$ cat config.mk
export PLATFORM = sky130hd
export DESIGN_NAME = adc_spi_reader_flat
export DESIGN_NICKNAME = d
export VERILOG_FILES = /design/src/rtl/adc_spi_pkg.sv /design/src/rtl/adc_spi_reader_if.sv /design/src/rtl/adc_sclk_gen.sv /design/src/rtl/adc_spi_reader.sv /design/src/flat_wrapper.sv
export SDC_FILE = /design/constraint.sdc
export NUM_CORES = 1
export LEC_CHECK = 0
export ABC_AREA = 1
export BUFFER_PORTS_ARGS = -buffer_cell sky130_fd_sc_hd__clkbuf_2
export CORE_MARGIN = 1.5
export CORE_UTILIZATION = 50
export DETAILED_ROUTE_END_ITERATION = 10
export GPL_ROUTABILITY_DRIVEN = 0
export PLACE_DENSITY_LB_ADDON = 0.25
export SYNTH_ARGS = -nofsm -noshare
export SYNTH_HDL_FRONTEND = slang
export SYNTH_SLANG_ARGS = --single-unit
$ cat constraint.sdc
create_clock -name clk_i -period 1.5 [get_ports clk_i]
set_input_delay 0.3 -clock clk_i [delete_from_list [all_inputs] [get_ports clk_i]]
set_output_delay 0.3 -clock clk_i [all_outputs]
set_load 0.005 [all_outputs]
$ cat src/rtl/adc_spi_pkg.sv
// Shared types and default constants for the ADC SPI reader.
package adc_spi_pkg;

  localparam int DATA_WIDTH_DEF   = 12;
  localparam int LEAD_BITS_DEF    = 4;
  localparam int SCLK_DIV_DEF     = 4;
  localparam int QUIET_CYCLES_DEF = 8;

  typedef enum logic [2:0] {
    IDLE,
    SETUP,
    SHIFT,
    DONE,
    QUIET
  } state_e;

  // Bits needed to hold 0..max_val; never less than one bit.
  function automatic int cnt_w(input int max_val);
    return (max_val < 1) ? 1 : $clog2(max_val + 1);
  endfunction

endpackage

$ cat src/rtl/adc_spi_reader_if.sv
// ADC serial bus: chip select, serial clock and serial data.
interface adc_spi_reader_if;
  logic adc_cs_no;
  logic adc_sclk_o;
  logic adc_sdo_i;

  modport master (output adc_cs_no, output adc_sclk_o, input adc_sdo_i);
  modport slave  (input adc_cs_no, input adc_sclk_o, output adc_sdo_i);
endinterface

$ cat src/rtl/adc_sclk_gen.sv
// SCLK divider: half-period of SclkDiv cycles, idles high.
// start_i forces the first falling edge; stop_i parks SCLK high after the
// last high phase. rise_o/fall_o flag the clk_i edge on which SCLK toggles.
module adc_sclk_gen
  import adc_spi_pkg::*;
#(
  parameter int SclkDiv = SCLK_DIV_DEF
) (
  input  logic clk_i,
  input  logic rst_ni,
  input  logic en_i,
  input  logic start_i,
  input  logic stop_i,
  output logic sclk_o,
  output logic rise_o,
  output logic fall_o
);

  localparam int CntW = cnt_w(SclkDiv - 1);

  logic [CntW-1:0] cnt_q;
  logic            tick;

  assign tick   = en_i && (cnt_q == CntW'(SclkDiv - 1));
  assign rise_o = tick && !sclk_o;
  assign fall_o = tick && sclk_o;

  // Half-period counter and SCLK toggle; held high whenever disabled.
  always_ff @(posedge clk_i or negedge rst_ni) begin
    if (!rst_ni) begin
      cnt_q  <= '0;
      sclk_o <= 1'b1;
    end else if (start_i) begin
      cnt_q  <= '0;
      sclk_o <= 1'b0;
    end else if (!en_i) begin
      cnt_q  <= '0;
      sclk_o <= 1'b1;
    end else if (tick) begin
      cnt_q  <= '0;
      sclk_o <= !sclk_o || stop_i;
    end else begin
      cnt_q  <= cnt_q + CntW'(1);
    end
  end

endmodule

$ cat src/rtl/adc_spi_reader.sv
// ADC SPI frame reader: one trigger -> one CS-framed read of
// LeadBits+DataWidth bits, lead bits dropped, result on data_o with eoc_o.
// Optional lost-trigger flag enabled by defining ADC_SPI_READER_OVERRUN_EN.
module adc_spi_reader
  import adc_spi_pkg::*;
#(
  parameter int DataWidth   = DATA_WIDTH_DEF,
  parameter int LeadBits    = LEAD_BITS_DEF,
  parameter int SclkDiv     = SCLK_DIV_DEF,
  parameter int QuietCycles = QUIET_CYCLES_DEF
) (
  input  logic                 clk_i,
  input  logic                 rst_ni,
  input  logic                 trigger_i,
  input  logic                 ovr_clr_i,
  adc_spi_reader_if.master     spi,
  output logic [DataWidth-1:0] data_o,
  output logic                 eoc_o,
  output logic                 busy_o,
  output logic                 overrun_o
);

  localparam int FrameBits = LeadBits + DataWidth;
  localparam int BitW      = cnt_w(FrameBits);
  localparam int CntMax    = (SclkDiv > QuietCycles) ? SclkDiv - 1 : QuietCycles - 1;
  localparam int CntW      = cnt_w(CntMax);

  state_e                state_q;
  logic [CntW-1:0]       cnt_q;
  logic [BitW-1:0]       bit_cnt_q;
  logic [FrameBits-1:0]  shift_q;
  logic                  cs_nq;
  logic                  setup_end;
  logic                  last_bit;
  logic                  sclk_en;
  logic                  sclk_rise;
  logic                  sclk_fall;

  assign setup_end     = (state_q == SETUP) && (cnt_q == CntW'(SclkDiv - 1));
  assign last_bit      = (bit_cnt_q == BitW'(FrameBits));
  assign sclk_en       = (state_q == SHIFT);
  assign spi.adc_cs_no = cs_nq;

  adc_sclk_gen #(
    .SclkDiv (SclkDiv)
  ) u_sclk_gen (
    .clk_i   (clk_i),
    .rst_ni  (rst_ni),
    .en_i    (sclk_en),
    .start_i (setup_end),
    .stop_i  (last_bit),
    .sclk_o  (spi.adc_sclk_o),
    .rise_o  (sclk_rise),
    .fall_o  (sclk_fall)
  );

  // Frame sequencer; CS, busy, data and EOC are all registered here.
  always_ff @(posedge clk_i or negedge rst_ni) begin
    if (!rst_ni) begin
      state_q   <= IDLE;
      cnt_q     <= '0;
      bit_cnt_q <= '0;
      shift_q   <= '0;
      cs_nq     <= 1'b1;
      busy_o    <= 1'b0;
      eoc_o     <= 1'b0;
      data_o    <= '0;
    end else begin
      eoc_o <= 1'b0;
      case (state_q)
        IDLE: begin
          if (trigger_i) begin
            state_q   <= SETUP;
            cs_nq     <= 1'b0;
            busy_o    <= 1'b1;
            cnt_q     <= '0;
            bit_cnt_q <= '0;
          end
        end
        SETUP: begin
          if (setup_end) begin
            state_q <= SHIFT;
            cnt_q   <= '0;
          end else begin
            cnt_q   <= cnt_q + CntW'(1);
          end
        end
        SHIFT: begin
          // SDO is taken on the edge where SCLK rises.
          if (sclk_rise) begin
            shift_q   <= {shift_q[FrameBits-2:0], spi.adc_sdo_i};
            bit_cnt_q <= bit_cnt_q + BitW'(1);
          end
          // Frame closes at the end of the last high phase.
          if (sclk_fall && last_bit) begin
            state_q <= DONE;
            cs_nq   <= 1'b1;
          end
        end
        DONE: begin
          data_o  <= shift_q[DataWidth-1:0];
          eoc_o   <= 1'b1;
          state_q <= QUIET;
          cnt_q   <= '0;
        end
        QUIET: begin
          if (cnt_q == CntW'(QuietCycles - 1)) begin
            state_q <= IDLE;
            busy_o  <= 1'b0;
            cnt_q   <= '0;
          end else begin
            cnt_q   <= cnt_q + CntW'(1);
          end
        end
        default: begin
          state_q <= IDLE;
          cs_nq   <= 1'b1;
          busy_o  <= 1'b0;
        end
      endcase
    end
  end

`ifdef ADC_SPI_READER_OVERRUN_EN
  // Sticky lost-trigger flag; a new loss beats a simultaneous clear.
  always_ff @(posedge clk_i or negedge rst_ni) begin
    if (!rst_ni)                  overrun_o <= 1'b0;
    else if (trigger_i && busy_o) overrun_o <= 1'b1;
    else if (ovr_clr_i)           overrun_o <= 1'b0;
  end
`else
  logic unused_ovr_clr;
  assign unused_ovr_clr = ovr_clr_i;
  assign overrun_o      = 1'b0;
`endif

endmodule

$ cat src/flat_wrapper.sv
// flat-port wrapper written by rule: the top's interface ports become plain ports
module adc_spi_reader_flat import adc_spi_pkg::*;
#(
  parameter int DataWidth   = DATA_WIDTH_DEF,
  parameter int LeadBits    = LEAD_BITS_DEF,
  parameter int SclkDiv     = SCLK_DIV_DEF,
  parameter int QuietCycles = QUIET_CYCLES_DEF
)
  (clk_i, rst_ni, trigger_i, ovr_clr_i, data_o, eoc_o, busy_o, overrun_o, spi_adc_cs_no, spi_adc_sclk_o, spi_adc_sdo_i);
  adc_spi_reader_if spi_i ();
  input  logic clk_i;
  input  logic rst_ni;
  input  logic trigger_i;
  input  logic ovr_clr_i;
  output logic [DataWidth-1:0] data_o;
  output logic eoc_o;
  output logic busy_o;
  output logic overrun_o;
  output wire logic [$bits(spi_i.adc_cs_no)-1:0] spi_adc_cs_no;
  output wire logic [$bits(spi_i.adc_sclk_o)-1:0] spi_adc_sclk_o;
  input wire logic [$bits(spi_i.adc_sdo_i)-1:0] spi_adc_sdo_i;
  assign spi_adc_cs_no = spi_i.adc_cs_no;
  assign spi_adc_sclk_o = spi_i.adc_sclk_o;
  assign spi_i.adc_sdo_i = spi_adc_sdo_i;
  adc_spi_reader #(.DataWidth(DataWidth), .LeadBits(LeadBits), .SclkDiv(SclkDiv), .QuietCycles(QuietCycles)) u_core (.clk_i(clk_i), .rst_ni(rst_ni), .trigger_i(trigger_i), .ovr_clr_i(ovr_clr_i), .spi(spi_i), .data_o(data_o), .eoc_o(eoc_o), .busy_o(busy_o), .overrun_o(overrun_o));
endmodule
==> results of run 1 <==
==> layout make-up <==
| class | instances | area (µm²) | area share, % |
|---|---|---|---|
| Tap cell | 48 | 60.06 | 2.704 |
| Clock inverter | 1 | 30.03 | 1.352 |
| Timing Repair Buffer | 27 | 170.2 | 7.662 |
| Sequential cell | 41 | 1028 | 46.31 |
| Multi-Input combinational cell | 135 | 733.2 | 33.01 |
| Clock buffer | 7 | 86.33 | 3.887 |
| Inverter | 30 | 112.6 | 5.070 |
==> cell families after synthesis <==
family / Yosys count / synth area share [%]
DFF: 41 / 53.76
other: 1 / 0.1960
adders and majority gates: 6 / 3.924
buffers and inverters: 36 / 8.568
and+or+nand+nor: 92 / 21.19
xor gates and xnor gates: 3 / 1.374
AOI/OAI and AO/OA: 33 / 10.99
==> worst reg2reg max path: stages (launching register included) <==
cell	delay (ps)
dfrtp_1	400
ha_1	240
ha_1	180
nand3b_1	220
nand2_1	90
inv_1	70
nand3_1	90
nand2_1	50
==> metrics by stage <==
step	power (W)	cell area [µm²]	cells	util [%]	hold WS (ps)
floorplan	0.002218	1913	212	-	4.409
global placement	0.002495	2082	280	56.87	253.9
detailed placement	0.002533	2082	280	56.87	249.4
CTS	0.003454	2208	289	60.32	245.9
global route	0.003678	2221	289	60.66	251.5
finish	0.003423	2221	289	60.66	260.5
==> placed cells by master (no fill, tap or decap), types with 4 or more instances in the layout <==
master / instances
clkbuf_8: 6
inv_1: 28
buf_4: 6
dfrtp_1: 39
o21ai_2: 9
nand3_1: 9
o21ai_0: 13
o21ai_1: 4
nor2_1: 9
ha_1: 6
clkbuf_2: 19
nand2_1: 60
==> cell usage after synthesis <==
library cell | number | area, µm²
buf_6 | 3 | 33.78
o21ai_1 | 4 | 20.02
dfrtp_1 | 39 | 975.9
inv_2 | 2 | 7.510
o211ai_1 | 1 | 7.510
nand3_2 | 1 | 10.01
o21ai_0 | 13 | 65.06
nand3b_1 | 3 | 22.52
xor2_1 | 2 | 17.52
nor2_2 | 3 | 18.77
ha_1 | 6 | 75.07
nand4_1 | 1 | 6.260
o22ai_1 | 1 | 6.260
a21oi_2 | 1 | 8.760
buf_2 | 2 | 10.01
buf_4 | 1 | 7.510
nand3_1 | 9 | 45.04
xnor2_1 | 1 | 8.760
conb_1 | 1 | 3.750
nand2_1 | 60 | 225.2
inv_1 | 28 | 105.1
a22o_1 | 1 | 8.760
dfstp_2 | 2 | 52.55
nor3_1 | 1 | 5.000
o21ai_2 | 9 | 78.83
nor2_1 | 10 | 37.54
a21oi_1 | 3 | 15.01
nand2_2 | 2 | 12.51
nor2_4 | 2 | 22.52
==> what timing repair did <==
item                                    CTS  global route
hold endpoints to repair                 13             0
endpoints found under the setup margin    0             7
buffers inserted                          0             0
gates resized for setup                   0             3
hold buffers                              1             0
==> registers in the layout, indices dropped and copies added, names as in the netlist <==
register,flops
u_core.bit_cnt_q,5
u_core.busy_o,1
u_core.cnt_q,3
u_core.data_o,12
u_core.eoc_o,1
u_core.shift_q,12
u_core.spi.adc_cs_no,1
u_core.state_q,3
u_core.u_sclk_gen.cnt_q,2
u_core.u_sclk_gen.sclk_o,1
==> metal layers <==
layer,vias up,routed length [µm],share of wire (%)
met5,-,0,0
met4,0,80,2.5
met3,6,104,3.2
met2,19,1451,45
met1,645,1615,50
li1,723,-,-
==> where the power goes <==
group	switching, W	internal [W]	total (W)	leakage (nW)
Combinational	0.000688	0.000397	0.00109	0.528
Clock	0.000362	0.000542	0.000904	0.0585
Sequential	0.000147	0.00129	0.00143	0.552
==> worst max-delay path by stage <==
stage / end / slack [ps] / startpoint
floorplan: u_core.state_q[1] / 230 / u_core.cnt_q[0]
global placement: u_core.state_q[0] / 90 / u_core.cnt_q[0]
detailed placement: u_core.shift_q[3] / 90 / u_core.u_sclk_gen.cnt_q[0]
CTS: u_core.shift_q[3] / 70 / u_core.u_sclk_gen.cnt_q[0]
global route: u_core.state_q[0] / 6 / u_core.cnt_q[0]
finish: u_core.state_q[1] / 70 / u_core.cnt_q[0]
==> results.txt, run 1 <==
Outcome: finished, final reports clean
Max cap viols: 0
Post-Syn Area: 0.001913 mm²
WL final: 3.252 mm
Hold Path Sink: u_core.shift_q[0]
Setup Skew: 6.034 ps
Yosys reg bits: 41
CTS tree: yes
Ys Warns: 0
CTS root buf: clkbuf_8
Element type at the critical path end: flop
FP Rows: 22
Largest net degree at the start of global routing: 26
Routed vias/inst: 4.820
Crit Path Class: flop to flop
Initial drt markers: 70
Syn Nets: 223
Worst slack, placed: 87.87 ps
CP max stage cell: dfrtp_1
Cells after Synth: 212
Antenna violation net count after detailed routing: 0
Tcrit/Tclk final: 95.19%
Vias in the first global route: 1266
Worst Setup Start Kind: flop
Hpwl dp: 2.350 mm
Buf+Inv Stages, Crit Path: 1
Arrival @ worst endpoint: 1620 ps
Worst-path clk slew: 80 ps
Met2 usage: 26.42%
Routed wire per std cell: 11.25 µm
Drt first pass iters: 4
Crit-path cells: ha_1 > ha_1 > nand3b_1 > nand2_1 > inv_1 > nand3_1 > nand2_1
First-pass GRT wire length: 5.630 mm
Fill count: 326
Avg Inst Size Synth: 9.024 µm²
Min Tclk post-route: 1428 ps
FF-to-FF setup slack: 70 ps
I/O Pins: 22
Die W: 64.86 µm
Worst Hold Class: input port to flop
Hold Fails Final Rpt: 0
RSZ-0062 raised after global routing: no
Post-route DRC: 0
Layout area overhead: 16.09%
Total vias in the final route: 1393
Met3 usage in global routing: 4.340%
Cell variety after synth: 29
Reg2Reg Depth: 7
Hold path cells: 3
Total track usage: 17.76%
Final setup vio count: 0
FMAX: 700.3 MHz
Levels on crit path: 7
Setup TNS Final: 0 ps
Final WS setup: 72.10 ps
Register area share after synthesis: 53.76%
Share of cells above drive strength 1: 23.24%
Die height: 64.86 µm
Power Dens Cells: 1541 mW/mm²
Starting density of the core: 52.26%
Clk_lat worst skew: 290 ps
FF-to-FF Start: u_core.cnt_q[0]
Layer with the highest usage: met2
Hold Startpoint: spi_adc_sdo_i
Full die area: 0.004206 mm²
Max-slew violations: 0
Req. time, crit path: 1690 ps
N_diodes: 0
Total CTS buffers: 5
R2r endpoint: u_core.state_q[1]
Final #Nets: 251
Largest stage delay, worst path: 400 ps
Static Leak: 1.139 nW
Max Root-Sink Buffers: 2
Num Clock Sinks: 41
Htree depth: 2
Top cell family by delay on the critical path: simple AND/OR/NAND/NOR gates
Placeable Area: 0.003661 mm²
Antenna violations before repair: 0
Critical path peak fanout: 3
Met1 global-route usage: 23.31%
Grt ovf: 0
Worst VDD drop: 1.044 mV
I/O Buffers: 19
No activity file was read; power rests on OpenSTA's default activity.
==> inputs of run 2 (changes only) <==
- SYNTH_HIERARCHICAL: default -> 1
==> run 2 against run 1 <==
Effect of this change:
- critical endpoint is now u_core/shift_q[2]
- clock power shrank 18%
- critical path type unchanged
- first-iteration DRC count grew 16%
- maximum frequency grew 2.6%
- largest cell class unchanged
- highest routed layer unchanged
- hold slack lost 39 ps
- combinational power shrank 7%
==> results.txt, run 2 <==
Placed Cells incl. Taps: 285
Register area share after synthesis: 53.20%
Met3 usage in global routing: 5.993%
Adder-Cell Fraction of Synth Area: 3.883%
Starting density of the core: 52.41%
Share of cells above drive strength 1: 24.70%
Post-Synth XOR/XNOR Area: 0.4531%
Yosys top cell by area: dfrtp_1
CTS root buf: clkbuf_8
Final #Nets: 257
Hold path cells: 3
N_diodes: 0
Antenna violation net count after detailed routing: 0
Main combinational cell family by area after synthesis: simple AND/OR/NAND/NOR gates
Count leader, synth: nand2_1
FMAX: 718.9 MHz
Design Area, Final: 0.002227 mm²
I/O Buffers: 19
Tcrit/Tclk final: 92.74%
Met1 global-route usage: 23.53%
Initial drt markers: 81
Total vias in the final route: 1372
Synth Area in Compound Gates: 10.03%
Hpwl dp: 2.122 mm
Routed vias/inst: 4.651
Req. time, crit path: 1690 ps
Worst-path clk slew: 80 ps
Total CTS buffers: 5
Layout area overhead: 15.21%
Multi-input combinational cell area: 733.2 µm²
Full die area: 0.004248 mm²
Setup Skew: 10.34 ps
CTS tree: yes
Register area: 0.001028 mm²
Fin cells: 295
Layer with the highest usage: met2
Grt ovf: 0
Mux share of post-synthesis cell area: 0%
Worst Setup Start Kind: flop
Htree depth: 2
Reg2Reg Depth: 9
Critical path peak fanout: 20
Post-route DRC: 0
Power Total: 0.003097 W
EDFF count, synth: 0
Worst slack, placed: 89.14 ps
Crit Path Class: flop to flop
Main synth FF type: dfrtp_1
Routed wire per std cell: 10.22 µm
Cell variety after synth: 25
Final WS setup: 109.0 ps
Avg Inst Size Synth: 8.867 µm²
Worst Hold Class: input port to flop
Yosys reg bits: 41
Largest net degree at the start of global routing: 42
Min Tclk post-route: 1391 ps
Simple-gate share of the synthesized area: 22.59%
Fill count: 342
Most frequent cells in the layout: nand2_1, dfrtp_1, inv_1, clkbuf_2, o21ai_1
Ranking of synthesized cells by area: dfrtp_1, nand2_1, inv_1, o21ai_2, ha_1
Hold_ws: 221.9 ps
Met2 usage: 25.13%
Placeable Area: 0.003689 mm²
Top Registers: u_core/data_o: 12 flops, u_core/shift_q: 12 flops, u_core/bit_cnt_q: 5 flops
Arrival @ worst endpoint: 1580 ps
Clk_lat worst skew: 300 ps
FFs w/ async S/R, synth: 100.0%
Total track usage: 17.36%
Element type at the critical path end: flop
Placed Instance Area: 0.002101 mm²
FP Rows: 22
Antenna violations before repair: 0
Most common cell after layout, fill and taps aside: nand2_1
Syn Nets: 229
Num Clock Sinks: 41
Ys Warns: 6
Max-slew violations: 0
Most common library cells after synthesis: nand2_1, dfrtp_1, inv_1, o21ai_1, nand3_1
Power Dens Cells: 1390 mW/mm²
Die height: 65.18 µm
Hold Fails Final Rpt: 0
WL final: 3.015 mm
First-pass GRT wire length: 5.616 mm
Max Root-Sink Buffers: 2
Die W: 65.18 µm
I/O Pins: 22
Top cell type's share of synthesized area: 50.49%
Cells after Synth: 218
Static Leak: 1.162 nW
Final setup vio count: 0
Outcome: finished, final reports clean
Post-Syn Area: 0.001933 mm²
Max cap viols: 0
Worst VDD drop: 0.7237 mV
Vias in the first global route: 1327
Drt first pass iters: 4
[run 2: cell types whose count changed in the layout (fill, tap and decap cells not counted), moves of 2 or more]
cell and change:
a21oi_1 -2, inv_4 +2, nand2_2 +2, nand3_1 +4
nand3b_1 -2, nand4_1 +2, nor2_1 +3, o21ai_0 -11
o21ai_1 +11, o21ai_2 +2
[run 2: routing by layer]
layer | vias up | routed length (µm)
met2 | 20 | 1310
met4 | 0 | 55
li1 | 731 | -
met3 | 5 | 108
met5 | - | 0
met1 | 616 | 1541
[run 2: repair_timing]
item,in CTS,in global routing
endpoints found under the setup margin,0,15
endpoints found under the hold margin,39,0
hold buffers,1,0
setup buffers,0,1
resized for setup,0,4
[run 2: power breakdown]
group | switching (W) | internal (W) | total [W]
registers | 0.0000883 | 0.00126 | 0.00135
logic | 0.000628 | 0.000383 | 0.00101
clock network | 0.000403 | 0.000336 | 0.000738
total | 0.00112 | 0.00198 | 0.00310
[run 2: cell families (layout without fill, tap and decap cells)]
kind of cell             Yosys count  after routing
AND/OR/NAND/NOR                  100            100
flip-flops                        41             41
buffers and inverters             39             68
AO/OA/AOI/OAI                     30             30
adder cells (fa/ha/maj)            6              6
other                              1              1
XOR/XNOR                           1              1
[run 2: path summary, 6_finish.rpt]
check | start | endpoint | slack, ps
max | u_core/state_q[2] | u_core/shift_q[2] | 110
min | spi_adc_sdo_i | u_core/shift_q[0] | 220
max reg2reg | u_core/state_q[2] | u_core/shift_q[2] | 110
min reg2reg | u_core/u_sclk_gen/cnt_q[0] | u_core/u_sclk_gen/cnt_q[0] | 430
max in group asynchronous | rst_ni | u_core/spi.adc_cs_no | 740
min in group asynchronous | rst_ni | u_core/shift_q[5] | 500
[run 2: area by class of cell]
cell class | instances | area share, %
Inverter | 33 | 5.787
Tap cell | 48 | 2.697
Sequential cell | 41 | 46.18
Timing Repair Buffer | 27 | 8.202
Clock inverter | 3 | 1.124
Multi-Input combinational cell | 138 | 32.92
Clock buffer | 5 | 3.090
[run 2: critical path, cell delays in order (launching register included)]
cell and delay (ps):
dfrtp_1 400, nor2_2 140, nand2_2 80, inv_4 70, nand2_1 60, nor2_2 130, nand2_4 100, buf_12 170
nand2_1 80, o21ai_2 50
[run 2: through the flow]
stage               setup TNS, ps  util, %
finish                          0    60.38
global route               -12.70    60.38
CTS                             0    59.77
detailed placement              0    56.95
global placement                0    56.95
floorplan                       0        -
==> inputs of run 3 (changes only) <==
- ABC_AREA: 1 -> default
- CORE_UTILIZATION: 50 -> 35
==> run 3 against run 2 <==
Effect of this change:
- the run now ends with setup timing left
- non-clock buffer count up 13
- flip-flop and latch count unchanged
- hold slack better by 19 ps
- setup slack worse by 230 ps
- first-iteration DRC count up 1.2%
- count of clock-buffer cells in the layout unchanged
- critical path type unchanged
- largest cell class unchanged
- largest power group unchanged
==> results.txt, run 3 <==
Largest net degree at the start of global routing: 28
Yosys top cell by area: dfrtp_1
Num Clock Sinks: 41
Reg2Reg Depth: 7
Worst VDD drop: 0.7528 mV
Ys Warns: 6
Top Registers: u_core/data_o: 12 flops, u_core/shift_q: 12 flops, u_core/bit_cnt_q: 5 flops
Worst slack, placed: -225.7 ps
Total vias in the final route: 1383
Cells after Synth: 158
Cell mode on critical path: nor2_4
Post-route DRC: 0
FF-to-FF Start: u_core/state_q[0]
Outcome: complete, but fails checks
EDFF count, synth: 0
Main synth FF type: dfrtp_1
Total track usage: 14.38%
Element type at the critical path end: flop
Drt first pass iters: 4
Buf+Inv Stages, Crit Path: 1
Hpwl dp: 2.665 mm
FP Rows: 26
Placed Cells incl. Taps: 251
Static Leak: 1.201 nW
Layout area overhead: 29.13%
First-pass GRT wire length: 6.824 mm
Die height: 77.32 µm
Routed vias/inst: 5.180
Clk_lat worst skew: 290 ps
Share of cells above drive strength 1: 46.70%
Cell variety after synth: 41
Worst Setup Start Kind: flop
RSZ-0062 raised after global routing: yes
Worst-path clk slew: 80 ps
Arrival @ worst endpoint: 1810 ps
Max Root-Sink Buffers: 2
Routed wire per std cell: 14.64 µm
Most common library cells after synthesis: dfrtp_1, mux2_2, nand2_1, nor2_1
Placeable Area: 0.005205 mm²
Min Tclk post-route: 1626 ps
Most frequent cells in the layout: dfrtp_1, clkbuf_2, mux2_2, buf_4, mux2_4
WL final: 3.908 mm
Fill count: 467
I/O Buffers: 19
Max cap viols: 0
Count leader, synth: dfrtp_1
Antenna violation net count after detailed routing: 0
Grt ovf: 0
Top cell family by delay on the critical path: simple AND/OR/NAND/NOR gates
Worst Hold Class: input port to flop
Final setup vio count: 15
Largest stage delay, worst path: 410 ps
Crit path launch: u_core/state_q[0]
Design Area, Final: 0.002496 mm²
Hold Fails Final Rpt: 0
Power Dens Cells: 826.7 mW/mm²
Register area share after synthesis: 53.20%
Most common cell after layout, fill and taps aside: dfrtp_1
Placed Instance Area: 0.002231 mm²
FMAX: 615.0 MHz
Starting density of the core: 37.14%
FFs w/ async S/R, synth: 100.0%
Critical path peak fanout: 6
Hold Startpoint: spi_adc_sdo_i
Final #Nets: 207
Post-Syn Area: 0.001933 mm²
Hold_ws: 240.9 ps
Crit Path Class: flop to flop
Setup Skew: 10.51 ps
Hold path cells: 2
Fin cells: 267
CTS root buf: clkbuf_8
Max-slew violations: 0
Die W: 77.32 µm
Initial drt markers: 82
N_diodes: 0
Yosys reg bits: 41
CP max stage cell: dfrtp_1
Ranking of synthesized cells by area: dfrtp_1, mux2_2, ha_1, dfstp_2, o21ai_0
I/O Pins: 22
Crit-path cells: nor2_4 > and2_4 > nand2_4 > nor2_4 > and4bb_4 > buf_6 > mux2_4
Final WS setup: -125.9 ps
Htree depth: 2
Tcrit/Tclk final: 108.4%
Antenna violations before repair: 0
Levels on crit path: 7
Failing checks: setup timing
Vias in the first global route: 1410
Top cell type's share of synthesized area: 50.49%
Final Core Density: 47.96%
Total CTS buffers: 5
Avg Inst Size Synth: 12.23 µm²
Full die area: 0.005978 mm²
Req. time, crit path: 1690 ps
CTS tree: yes
Syn Nets: 169
run 3: logic make-up (layout without fill, tap and decap cells):
| group | after synthesis | after routing | share of synthesized area (%) |
|---|---|---|---|
| and+or+nand+nor | 44 | 44 | 14.30 |
| DFF | 41 | 41 | 53.20 |
| muxes | 27 | 27 | 15.60 |
| AOI/OAI and AO/OA | 23 | 23 | 8.156 |
| buffers and inverters | 16 | 55 | 4.660 |
| adders and majority gates | 6 | 6 | 3.883 |
| other | 1 | 1 | 0.1940 |
run 3: worst reg2reg max path, cell delays in order (launching register included):
cell      delay (ps)
dfrtp_1          410
nor2_4           120
and2_4           160
nand2_4           50
nor2_4            90
and4bb_4         270
buf_6            140
mux2_4           300
run 3: metal layers:
layer  part of all wire, %  GRT usage, %  wire, µm  up-vias
met5                     0             0         0        -
met4                   2.1         7.273        82        0
li1                      -             -         -      644
met1                    46         18.96      1809      699
met3                   4.0         3.452       156        6
met2                    48         21.93      1860       34
run 3: path summary, 6_finish.rpt:
path	end	slack, ps
min in group asynchronous	u_core/state_q[1]	460
setup / recovery	u_core/shift_q[5]	-130
hold reg to reg	u_core/u_sclk_gen/cnt_q[0]	460
hold / removal	u_core/shift_q[0]	240
setup reg to reg	u_core/shift_q[5]	-130
max in group asynchronous	u_core/data_o[8]	560
run 3: timing repair:
item,4_1_cts,5_1_grt
resized for setup,12,7
buffers inserted,5,3
hold buffers,1,0
pin swaps,7,7
setup endpoints to repair,20,33
endpoints found under the hold margin,12,0
run 3: per-stage QoR:
step / total power, W / TNS (ps)
detailed placement: 0.001197 / -2566
global placement: 0.001193 / -2171
finish: 0.002064 / -1456
CTS: 0.002099 / -1877
floorplan: 0.001159 / -3119
global route: 0.002151 / -3270
run 3: where the power goes:
part,switching [W],internal (W)
clock network,0.000390,0.000498
logic,0.0000305,0.0000229
registers,0.00000819,0.00111
run 3: area by class of cell:
type                       count  area, µm²  area share (%)
clock buffer                   5      68.82           2.757
clock inverter                 3      46.29           1.855
inverter                       7      26.28           1.053
tap                           70      87.58           3.509
multi-input combinational    101      934.6           37.44
timing repair buffer          40      304.0           12.18
sequential                    41       1028           41.20
